--- src/rtl/polyshift_l_seq.sv ---
// Iterative left shifter with four shift types (logic, arithmetic,
// double precision, cyclic). Moves at most STEP bit positions per clock.
// Operand and result sides each use a valid/ready handshake: a transfer
// happens on a rising edge where both valid and ready are high; valid,
// once raised, is held with its data stable until that transfer.
// Only one operation is in flight at a time.
module polyshift_l_seq #(
    parameter int WORD_WIDTH = 8,
    parameter int STEP       = 2
) (
    input  logic                          clk_i,
    input  logic                          rst_n_i,
    input  logic                          valid_i,
    output logic                          ready_o,
    input  logic [WORD_WIDTH-2:0]         c_i,
    input  logic [WORD_WIDTH-1:0]         d_i,
    input  logic [$clog2(WORD_WIDTH)-1:0] shift_size_i,
    input  logic [1:0]                    shift_type_i,
    output logic                          valid_o,
    input  logic                          ready_i,
    output logic [WORD_WIDTH-1:0]         d_o,
    output logic                          ovf_o
);

    localparam int SW = $clog2(WORD_WIDTH);
    localparam logic [SW-1:0] STEP_W = SW'(STEP);

    localparam logic [1:0] T_LOGIC  = 2'd0;
    localparam logic [1:0] T_ARITH  = 2'd1;
    localparam logic [1:0] T_DOUBLE = 2'd2;
    localparam logic [1:0] T_CYCLIC = 2'd3;

    typedef enum logic [1:0] {
        S_IDLE  = 2'd0,
        S_SHIFT = 2'd1,
        S_DONE  = 2'd2
    } state_t;

    state_t                 state_q, state_d;
    logic [WORD_WIDTH-1:0]  data_q, data_d;
    logic [WORD_WIDTH-2:0]  fill_q, fill_d;
    logic [SW-1:0]          rem_q, rem_d;
    logic [1:0]             type_q, type_d;
    logic                   ovf_q, ovf_d;

    logic                   accept;
    logic                   ovf_calc;
    logic [SW-1:0]          step_k;
    logic [WORD_WIDTH-1:0]  data_t;
    logic [WORD_WIDTH-2:0]  fill_t;
    logic                   fb_bit;

    assign accept = valid_i && ready_o;

    // State register; reset drops any operation in flight.
    always_ff @(posedge clk_i or negedge rst_n_i) begin
        if (!rst_n_i) begin
            state_q <= S_IDLE;
        end else begin
            state_q <= state_d;
        end
    end

    // Next-state logic: zero shifts skip SHIFT; last SHIFT edge when remaining <= STEP.
    always_comb begin
        state_d = state_q;
        case (state_q)
            S_IDLE: begin
                if (valid_i) begin
                    state_d = (shift_size_i != '0) ? S_SHIFT : S_DONE;
                end
            end
            S_SHIFT: begin
                if (rem_q <= STEP_W) begin
                    state_d = S_DONE;
                end
            end
            S_DONE: begin
                if (ready_i) begin
                    state_d = S_IDLE;
                end
            end
            default: state_d = S_IDLE;
        endcase
    end

    // Handshake outputs decoded from the state.
    always_comb begin
        ready_o = 1'b0;
        valid_o = 1'b0;
        case (state_q)
            S_IDLE:  ready_o = 1'b1;
            S_DONE:  valid_o = 1'b1;
            default: begin
                ready_o = 1'b0;
                valid_o = 1'b0;
            end
        endcase
    end

    // Signed overflow: any of the top s+1 bits of the operand differs from its sign.
    always_comb begin
        ovf_calc = 1'b0;
        for (int j = 0; j < WORD_WIDTH; j++) begin
            if ((j >= WORD_WIDTH - 1 - int'(shift_size_i)) && (d_i[j] != d_i[WORD_WIDTH-1])) begin
                ovf_calc = 1'b1;
            end
        end
    end

    // One shift step: up to STEP single-bit moves, fill bit chosen by shift type.
    always_comb begin
        step_k = (rem_q > STEP_W) ? STEP_W : rem_q;
        data_t = data_q;
        fill_t = fill_q;
        fb_bit = 1'b0;
        for (int i = 0; i < STEP; i++) begin
            if (SW'(i) < rem_q) begin
                case (type_q)
                    T_DOUBLE: fb_bit = fill_t[WORD_WIDTH-2];
                    T_CYCLIC: fb_bit = data_t[WORD_WIDTH-1];
                    default:  fb_bit = 1'b0;
                endcase
                data_t = {data_t[WORD_WIDTH-2:0], fb_bit};
                fill_t = {fill_t[WORD_WIDTH-3:0], 1'b0};
            end
        end
    end

    // Datapath next values: capture on accept, step while shifting, hold otherwise.
    always_comb begin
        data_d = data_q;
        fill_d = fill_q;
        rem_d  = rem_q;
        type_d = type_q;
        ovf_d  = ovf_q;
        if (state_q == S_IDLE && accept) begin
            data_d = d_i;
            fill_d = c_i;
            rem_d  = shift_size_i;
            type_d = shift_type_i;
            ovf_d  = (shift_type_i == T_ARITH) ? ovf_calc : 1'b0;
        end else if (state_q == S_SHIFT) begin
            data_d = data_t;
            fill_d = fill_t;
            rem_d  = rem_q - step_k;
        end
    end

    // Datapath registers; the data register doubles as the held result.
    always_ff @(posedge clk_i or negedge rst_n_i) begin
        if (!rst_n_i) begin
            data_q <= '0;
            fill_q <= '0;
            rem_q  <= '0;
            type_q <= '0;
            ovf_q  <= 1'b0;
        end else begin
            data_q <= data_d;
            fill_q <= fill_d;
            rem_q  <= rem_d;
            type_q <= type_d;
            ovf_q  <= ovf_d;
        end
    end

    assign d_o   = data_q;
    assign ovf_o = ovf_q;

endmodule
--- config.mk ---
export PLATFORM = sky130hd
export DESIGN_NAME = polyshift_l_seq
export DESIGN_NICKNAME = d
export VERILOG_FILES = /design/src/rtl/polyshift_l_seq.sv
export SDC_FILE = /design/constraint.sdc
export NUM_CORES = 1
export LEC_CHECK = 0
export ABC_CLOCK_PERIOD_IN_PS = 2200
export BUFFER_PORTS_ARGS = -buffer_cell sky130_fd_sc_hd__buf_2
export CAP_MARGIN = 10
export CORE_AREA = 2 2 56 58
export CTS_CLUSTER_SIZE = 25
export DETAILED_ROUTE_END_ITERATION = 8
export DIE_AREA = 0 0 58 60
export HOLD_SLACK_MARGIN = 0.15
export PLACE_DENSITY_LB_ADDON = 0.05
export REMOVE_ABC_BUFFERS = 1
export SKIP_CTS_REPAIR_TIMING = 1
export SLEW_MARGIN = 10
export SYNTH_ARGS = -nofsm -noshare
export SYNTH_HDL_FRONTEND = slang
export SYNTH_SLANG_ARGS = --single-unit
--- constraint.sdc ---
create_clock -name clk_i -period 2.2 [get_ports clk_i]
set_input_delay 0.11 -clock clk_i [delete_from_list [all_inputs] [get_ports clk_i]]
set_output_delay 0.11 -clock clk_i [all_outputs]
set_load 0.02 [all_outputs]
==> results of run 1 <==
-- layout make-up --
class                   count  area share
clock inverters             1     0.00271
inverters                   1     0.00203
flip-flops and latches     23       0.311
clock buffers               3      0.0122
repair buffers             60       0.226
well taps                  33      0.0223
multi-input cells         124       0.424
-- sequential cells by signal, indices dropped and copies added (netlist names) --
name     cells
state_q      2
ovf_o        1
d_o          8
fill_q       7
rem_q        3
type_q       2
-- worst max-delay path by stage --
stage	from	end	slack [ns]	cells past startpoint
2_1_floorplan	state_q[0]	ovf_o	0.06	4
3_5_place_dp	rem_q[2]	d_o[7]	0.39	4
5_1_grt	rem_q[2]	fill_q[3]	0.18	4
4_1_cts	rem_q[2]	d_o[7]	0.38	4
6_report	rem_q[2]	d_o[7]	0.35	4
3_3_place_gp	rem_q[2]	d_o[7]	0.48	4
-- stage by stage --
| stage | instances | util | setup slack [ns] |
|---|---|---|---|
| after floorplan | 148 | - | 0.0626 |
| after global placement | 220 | 0.555 | 0.480 |
| after detailed placement | 220 | 0.555 | 0.386 |
| after CTS | 224 | 0.565 | 0.379 |
| after global routing | 245 | 0.637 | 0.181 |
| final | 245 | 0.637 | 0.351 |
-- metal layers --
metal | track usage | vias up | part of all wire
li1 | - | 695 | -
met2 | 0.411 | 35 | 0.52
met4 | 0.0498 | 0 | 0.0080
met1 | 0.279 | 675 | 0.43
met5 | 0 | - | 0
met3 | 0.0260 | 4 | 0.036
-- placed cells by master (no fill, tap or decap), drive strengths merged, types with 2 or more instances in the layout --
cell type    count
nor3b            2
nor2             7
nor3             3
nand2           27
clkbuf           3
mux2             2
a22oi           11
dfrtp           23
dlygate4sd3     21
a211oi           2
a22o            11
mux2i            3
buf             39
o21ai           21
xnor2            2
nand2b           4
a21oi            6
nand3            3
nor2b            4
a311oi           3
-- critical path: cells and delay by family, from the launching register on --
| family | cells | cell delay (ns) |
|---|---|---|
| compound gates | 3 | 0.89 |
| flops | 1 | 0.48 |
| simple gates | 1 | 0.41 |
-- power groups by stage --
stage / sequential (mW) / clock (mW) / combinational, mW
after global routing: 0.905 / 0.227 / 1.45
after floorplan: 0.916 / 0 / 0.791
final: 0.878 / 0.204 / 1.30
after CTS: 0.876 / 0.207 / 1.27
after detailed placement: 0.886 / 0 / 1.26
after global placement: 0.879 / 0 / 1.24
-- cell families (layout without fill, tap and decap cells) --
logic type      count (synthesis)  count (layout)  synth area share
compound gates                 58              58             0.280
xor+xnor                        2               2            0.0124
buf+inv                        12              65            0.0442
flops                          23              23             0.407
mux                             6               6            0.0530
fa+ha+maj                       1               1           0.00884
simple gates                   56              56             0.192
other cells                     1               1           0.00265
==> reports/results.ini, run 1 <==
[grt]
grt_max_degree=24
grt_antenna_before_repair=0
grt_pass1_wl_um=5880
grt_pass1_vias=1269
overflow=0
track_usage=0.223

[power]
clock_power_share=0.086
totalPowerFinal_mw=2.38
p_switching_mw=1.10
p_comb_frac=0.545
vdd_ir_drop_max_mv=0.720
cellPowerDensity_nw_per_um2=1290
p_int_mw=1.28
p_sw_frac=0.461
p_leak_nw=0.814
power_frac_seq=0.369

[worst_setup_path]
r2r_start=rem_q[2]
cp_slowest_cell=o21ai_2
critPathCaptureType=flip-flop
rr_worst_depth=4
crit_chain=or2_0 -> o21ai_2 -> a22oi_1 -> o21ai_0
path_max_fanout=12
cpPeakStageDelay_ns=0.52
critical_path_class=flip-flop to flip-flop
critPathLaunchType=flip-flop
worst-r2r-setup-slack_ns=0.35
reg2reg_to=d_o[7]
cp.arrival_ns=2.09
worstPathRequired_ns=2.44

[synthesis]
synth.top_cell.area_share=0.407
syn_avg_cell_area_um2=8.90
yosysTopAreaCell=dfrtp_1
synth.most_common_cell=nand2_1
ys_seq_area_frac=0.407
syn_area_um2=1420
synth_common_cells=nand2_1 (27), dfrtp_1 (23), o21ai_0 (19)
ys_ff_latch=23
synth_edf_count=0
yosysWarningCount=0
synthTopCellsByArea=dfrtp_1 (41%), nand2_1 (7.2%), a22o_1 (6.8%)
syn_inst=159
ys_types=38
ys.flop_type=dfrtp_1
async_reset_ff_frac=1.00

[worst_hold_path]
worstHoldStart=valid_i
worstHoldEndpoint=state_q[1]
min_path_cells=4
hp-class=input pin to flip-flop

[flow_run]
cap_violations=0

[die]
rows=20
start_util=0.487
die_w_um=58
core_area_um2=2900
dieArea_um2=3480
die_h_um=60
pin_count=35

[place]
placed_area_um2=1610
place.gp.congestion=0.814
place.port_buffers=34
place_hpwl_um=2740

[sta]
drv_slew=0
max_freq_mhz=541
slew_headroom=0.631
worstMarginPinSlew_ns=0.553
finalSetupTns_ns=0
hold_ws_ns=0.182
fin_crit_ns=1.85
hold_viol=0
fin_crit_sh=0.841
finalSetupViolations=0
rsz0062_at_grt=no
fin_worst_skew_ns=0.00855

[clock_network]
cts_tree=built
root_buffer=clkbuf_4
cts-buffers-inserted=3
clk_path_buf_depth=2
cts_max_level=1
clock_latency_ns=0.32
clk_pin_slew_worst_paths_ns=0.14
cts.sink_count=23

[drt]
num_vias=1409
wl_per_cell_um=15.8
antenna_left=0
viasPerCell=5.75
firstDrtPassIters=4
drt_iter0_drc=59
route.detailed.drc=0
wirelength_um=3870

[finish]
fin_area_um2=1850
final_nets=238
nFillCells=271
regArea_um2=576
multi_input_area_um2=783
drive_above_1_share=0.231
antenna_cells=0
areaGrowthSynthToFinish_pct=30.7

[status]
status=complete, no violations

Note: power is estimated with default switching activity, not from simulation.
==> inputs of run 2 (changes only) <==
Settings changed: ABC_CLOCK_PERIOD_IN_PS 2200 to 1600, CORE_AREA 2 2 56 58 to 2 2 58 60, DIE_AREA 0 0 58 60 to 0 0 60 62.
Clock period 2.2 ns to 1.6 ns, I/O delays scaled along.
==> run 2 against run 1 <==
Net effect:
- via count up 4.4%
- clock power is 45% higher
- wire length is 3.2% higher
- die area grew 6.9%
- hold slack worse by 0.031 ns
- largest power group unchanged
- largest cell class unchanged
- sequential power is 33% higher
- utilization shrank 2.7 points
- combinational power increased by 56%
- clock skew is 0.0023 ns higher
==> reports/results.ini, run 2 (synthesis gave the netlist of run 1 again) <==
[die]
core_area_um2=3180  ; was 2900 um2
die_h_um=62  ; was 60 um
pin_count=35  ; unchanged
die_w_um=60  ; was 58 um
start_util=0.445  ; was 0.487
dieArea_um2=3720  ; was 3480 um2
rows=21  ; was 20

[power]
p_comb_frac=0.581  ; was 0.545
clock_power_share=0.084  ; was 0.086
p_int_mw=1.90  ; was 1.28 mW
power_frac_seq=0.334  ; was 0.369
p_leak_nw=0.857  ; was 0.814 nW
vdd_ir_drop_max_mv=0.935  ; was 0.720 mV
p_sw_frac=0.457  ; was 0.461
cellPowerDensity_nw_per_um2=1800  ; was 1290 nW/um2
p_switching_mw=1.59  ; was 1.10 mW

[clock_network]
clock_latency_ns=0.33  ; was 0.32 ns
root_buffer=clkbuf_4  ; unchanged
clk_path_buf_depth=2  ; unchanged
cts.sink_count=23  ; unchanged
cts_max_level=1  ; unchanged
clk_pin_slew_worst_paths_ns=0.15  ; was 0.14 ns
cts-buffers-inserted=3  ; unchanged
cts_tree=built  ; unchanged

[worst_setup_path]
critical_path_class=flip-flop to flip-flop  ; unchanged
worstPathRequired_ns=1.85  ; was 2.44 ns
critPathLaunchType=flip-flop  ; unchanged
path_max_fanout=8  ; was 12
cp.arrival_ns=1.77  ; was 2.09 ns
critPathCaptureType=flip-flop  ; unchanged

[sta]
fin_worst_skew_ns=0.0108  ; was 0.00855 ns
finalSetupViolations=0  ; unchanged
drv_slew=0  ; unchanged
fin_crit_ns=1.51  ; was 1.85 ns
worst_slack_ns=0.0857  ; was 0.351 ns
rsz0062_at_grt=no  ; unchanged
slew_headroom=0.634  ; was 0.631
hold_ws_ns=0.150  ; was 0.182 ns
max_freq_mhz=660  ; was 541 MHz
hold_viol=0  ; unchanged
finalSetupTns_ns=0  ; unchanged
worstMarginPinSlew_ns=0.550  ; was 0.553 ns
fin_crit_sh=0.946  ; was 0.841

[grt]
grt_max_degree=24  ; unchanged
track_usage=0.216  ; was 0.223
grt_pass1_vias=1303  ; was 1269
overflow=0  ; unchanged
grt_pass1_wl_um=5970  ; was 5880 um
grt_antenna_before_repair=0  ; unchanged

[drt]
num_vias=1471  ; was 1409
route.detailed.drc=0  ; unchanged
antenna_left=0  ; unchanged
drt_iter0_drc=80  ; was 59
wl_per_cell_um=15.0  ; was 15.8 um
firstDrtPassIters=5  ; was 4
viasPerCell=5.53  ; was 5.75
wirelength_um=3990  ; was 3870 um

[finish]
layout.cells.most_common=buf_2  ; unchanged
nFillCells=288  ; was 271
areaGrowthSynthToFinish_pct=37.0  ; was 30.7%
regArea_um2=576  ; unchanged
final_cell_mix=buf_2 (34), nand2_1 (27), dfrtp_1 (23)  ; unchanged
antenna_cells=0  ; unchanged
multi_input_area_um2=793  ; was 783 um2
fin_area_um2=1940  ; was 1850 um2
drive_above_1_share=0.268  ; was 0.231
largest_reg_flops=8  ; unchanged
final_nets=246  ; was 238
final_cells=266  ; was 245

[status]
status=complete, no violations  ; unchanged

[place]
pre_cts_ws_ns=0.0378  ; was 0.386 ns
place.gp.congestion=0.780  ; was 0.814
place_hpwl_um=2920  ; was 2740 um
place.port_buffers=34  ; unchanged
dp_cells=241  ; was 220
placed_area_um2=1690  ; was 1610 um2

[worst_hold_path]
hp-class=input pin to flip-flop  ; unchanged

[flow_run]
cap_violations=0  ; unchanged

-- run 2: cell count changes in the layout (fill, tap and decap cells not counted) --
cell and change:
nor3b_1 -1, o21ai_1 +5, nor3_1 -1, nor3_2 +1
nor3b_2 +1, buf_4 +7, buf_6 +1, o21ai_0 -5
-- run 2: critical path: stages (launching register included) --
cell	delay, ns
dfrtp_1	0.43
or2_0	0.25
buf_4	0.18
o21ai_2	0.16
buf_4	0.17
a22oi_1	0.08
o21ai_0	0.16
-- run 2: metal layers --
metal	part of all wire	track usage	wire (um)
met1	0.44	0.266	1760
met4	0.011	0.0698	44
met2	0.51	0.393	2050
met3	0.036	0.0248	143
met5	0	0	0
-- run 2: power by group through the flow --
stage                     clock network (mW)  logic, mW  registers, mW
after floorplan                            0       1.09           1.26
after global placement                     0       1.91           1.15
after detailed placement                   0       1.95           1.17
after CTS                              0.291       1.96           1.16
after global routing                   0.317       2.24           1.20
final                                  0.295       2.03           1.17
-- run 2: final timing paths --
kind	startpoint	endpoint	slack [ns]	cells past startpoint
max	rem_q[2]	fill_q[6]	0.09	6
min	valid_i	state_q[1]	0.15	4
max reg2reg	rem_q[2]	fill_q[6]	0.09	6
min reg2reg	type_q[1]	type_q[1]	0.54	2
max in group asynchronous	rst_n_i	d_o[4]	0.99	2
min in group asynchronous	rst_n_i	fill_q[1]	0.24	2
-- run 2: cell type report --
| class | count | share of cell area |
|---|---|---|
| multi-input cells | 124 | 0.409 |
| flip-flops and latches | 23 | 0.297 |
| repair buffers | 68 | 0.248 |
| well taps | 46 | 0.0297 |
| clock buffers | 3 | 0.0116 |
| clock inverters | 1 | 0.00258 |
| inverters | 1 | 0.00194 |
-- run 2: through the flow --
stage / total power, mW / utilization
final: 3.49 / 0.610
after global placement: 3.06 / 0.531
after CTS: 3.41 / 0.540
after detailed placement: 3.12 / 0.531
after floorplan: 2.35 / -
after global routing: 3.76 / 0.610
==> inputs of run 3 (changes only) <==
==> constraint.sdc (replaced) <==
create_clock -name clk_i -period 1.6 [get_ports clk_i]
set_input_delay 0.24 -clock clk_i [delete_from_list [all_inputs] [get_ports clk_i]]
set_output_delay 0.24 -clock clk_i [all_outputs]
set_load 0.02 [all_outputs]
==> run 3 against run 2 <==
Net effect:
- cell area shrank 6.0%
- sequential share of layout area grew 1.9 points
- non-clock buffer count shrank 11
- sequential cell count is the same
- clock-buffer cell count is the same
- wire length shrank 6.9%
==> reports/results.ini, run 3 (synthesis gave the netlist of run 1 again) <==
[status]
status=complete, no violations  ; unchanged

[worst_setup_path]
worstPathRequired_ns=1.82  ; was 1.85 ns
r2r_start=state_q[0]  ; was rem_q[2]
cp.arrival_ns=1.73  ; was 1.77 ns
crit_chain=nor3b_4 -> buf_4 -> o21ai_0 -> o21ai_0 -> o21ai_1  ; was or2_0 -> buf_4 -> o21ai_2 -> buf_4 -> a22oi_1 -> o21ai_0
cp_slowest_cell=dfrtp_1  ; unchanged
path_max_fanout=15  ; was 8
cp_common_cell=o21ai_0  ; was buf_4
critPathCaptureType=flip-flop  ; unchanged
cpPeakStageDelay_ns=0.49  ; was 0.43 ns
critical_path_class=flip-flop to flip-flop  ; unchanged
rr_worst_depth=5  ; was 6
reg2reg_to=ovf_o  ; was fill_q[6]
worst-r2r-setup-slack_ns=0.09  ; about the same
critPathLaunchType=flip-flop  ; unchanged

[power]
p_leak_nw=0.811  ; was 0.857 nW
totalPowerFinal_mw=3.42  ; was 3.49 mW
cellPowerDensity_nw_per_um2=1870  ; was 1800 nW/um2
vdd_ir_drop_max_mv=0.815  ; was 0.935 mV

[grt]
grt.busiest_layer=met2  ; unchanged
met2_usage=0.370  ; was 0.393
grt_antenna_before_repair=0  ; unchanged
overflow=0  ; unchanged
met3_usage=0.0248  ; unchanged
met1_usage=0.259  ; was 0.266
grt_pass1_vias=1258  ; was 1303
track_usage=0.205  ; was 0.216
grt_pass1_wl_um=5710  ; was 5970 um
grt_max_degree=24  ; unchanged

[worst_hold_path]
min_path_cells=3  ; was 4
hp-class=input pin to flip-flop  ; unchanged
worstHoldStart=c_i[1]  ; was valid_i
worstHoldEndpoint=fill_q[1]  ; was state_q[1]

[sta]
worstMarginPinSlew_ns=0.532  ; was 0.550 ns
rsz0062_at_grt=yes  ; was no
finalSetupViolations=0  ; unchanged
drv_slew=0  ; unchanged
slew_headroom=0.645  ; was 0.634
fin_crit_sh=0.944  ; was 0.946
max_freq_mhz=662  ; was 660 MHz
fin_worst_skew_ns=0.00583  ; was 0.0108 ns
hold_ws_ns=0.148  ; was 0.150 ns
fin_crit_ns=1.51  ; about the same
hold_viol=0  ; unchanged

[finish]
antenna_cells=0  ; unchanged
largest_reg_flops=8  ; unchanged
final_nets=235  ; was 246
drive_above_1_share=0.287  ; was 0.268
final_cell_mix=buf_2 (34), nand2_1 (27), dfrtp_1 (23)  ; unchanged
areaGrowthSynthToFinish_pct=28.8  ; was 37.0%
layout.cells.most_common=buf_2  ; unchanged
nFillCells=309  ; was 288
fin_area_um2=1820  ; was 1940 um2

[die]
rows=21  ; unchanged
start_util=0.445  ; unchanged
die_w_um=60  ; unchanged
pin_count=35  ; unchanged
die_h_um=62  ; unchanged
dieArea_um2=3720  ; unchanged
core_area_um2=3180  ; unchanged

[drt]
route.detailed.drc=0  ; unchanged
drt_iter0_drc=62  ; was 80
antenna_left=0  ; unchanged
wl_per_cell_um=14.6  ; was 15.0 um
viasPerCell=5.41  ; was 5.53
firstDrtPassIters=4  ; was 5
wirelength_um=3720  ; was 3990 um
num_vias=1379  ; was 1471

[place]
placed_area_um2=1700  ; was 1690 um2
place.gp.congestion=0.792  ; was 0.780
place_hpwl_um=2860  ; was 2920 um
place.port_buffers=34  ; unchanged

[clock_network]
clk_pin_slew_worst_paths_ns=0.14  ; was 0.15 ns
cts_tree=built  ; unchanged
cts-buffers-inserted=3  ; unchanged
cts.sink_count=23  ; unchanged
cts_max_level=1  ; unchanged
clock_latency_ns=0.32  ; was 0.33 ns
clk_path_buf_depth=2  ; unchanged
root_buffer=clkbuf_4  ; unchanged

[flow_run]
cap_violations=0  ; unchanged

[run 3: changes by cell type in the layout (fill, tap and decap cells not counted), sizes merged]
cell and change:
dlygate4sd3 -12, buf +1
[run 3: metrics by stage]
step	setup TNS (ns)	std cells	utilization	worst slack [ns]
floorplan	-4.66	148	-	-0.537
global placement	0	242	0.533	0.0937
detailed placement	0	242	0.533	0.0563
CTS	0	246	0.542	0.0379
global route	-0.0138	255	0.573	-0.0138
finish	0	255	0.573	0.0889
[run 3: how the worst max path moves through the flow]
| stage | start | to | slack [ns] | cells after the start |
|---|---|---|---|---|
| 4_1_cts | rem_q[2] | d_o[0] | 0.04 | 4 |
| 3_5_place_dp | rem_q[2] | d_o[0] | 0.06 | 4 |
| 6_report | state_q[0] | ovf_o | 0.09 | 5 |
| 5_1_grt | state_q[0] | d_o[0] | -0.01 | 4 |
| 3_3_place_gp | rem_q[0] | d_o[0] | 0.09 | 4 |
| 2_1_floorplan | state_q[0] | ovf_o | -0.54 | 4 |
[run 3: layout make-up]
type	instances	area [um2]	area share
multi-input combinational	124	793	0.435
tap	46	57.6	0.0316
timing repair buffer	57	365	0.200
clock inverter	1	5.00	0.00275
sequential	23	576	0.316
inverter	1	3.75	0.00206
clock buffer	3	22.5	0.0124
[run 3: per-layer routing]
layer  wire, um  vias to the layer above
li1           -                      686
met5          0                        -
met3        106                        4
met4         27                        0
met1       1710                      662
met2       1880                       27
[run 3: where the power goes]
group / switching, mW / internal (mW) / leakage [nW]
combinational: 1.06 / 0.912 / 0.510
sequential: 0.301 / 0.863 / 0.283
clock: 0.190 / 0.0937 / 0.0177
[run 3: worst max-delay path: cells and delay by family, from the launching register on]
kind	cells	cell delay, ns
DFF	1	0.49
and+or+nand+nor	1	0.36
AOI/OAI and AO/OA	3	0.32
buffers and inverters	1	0.26
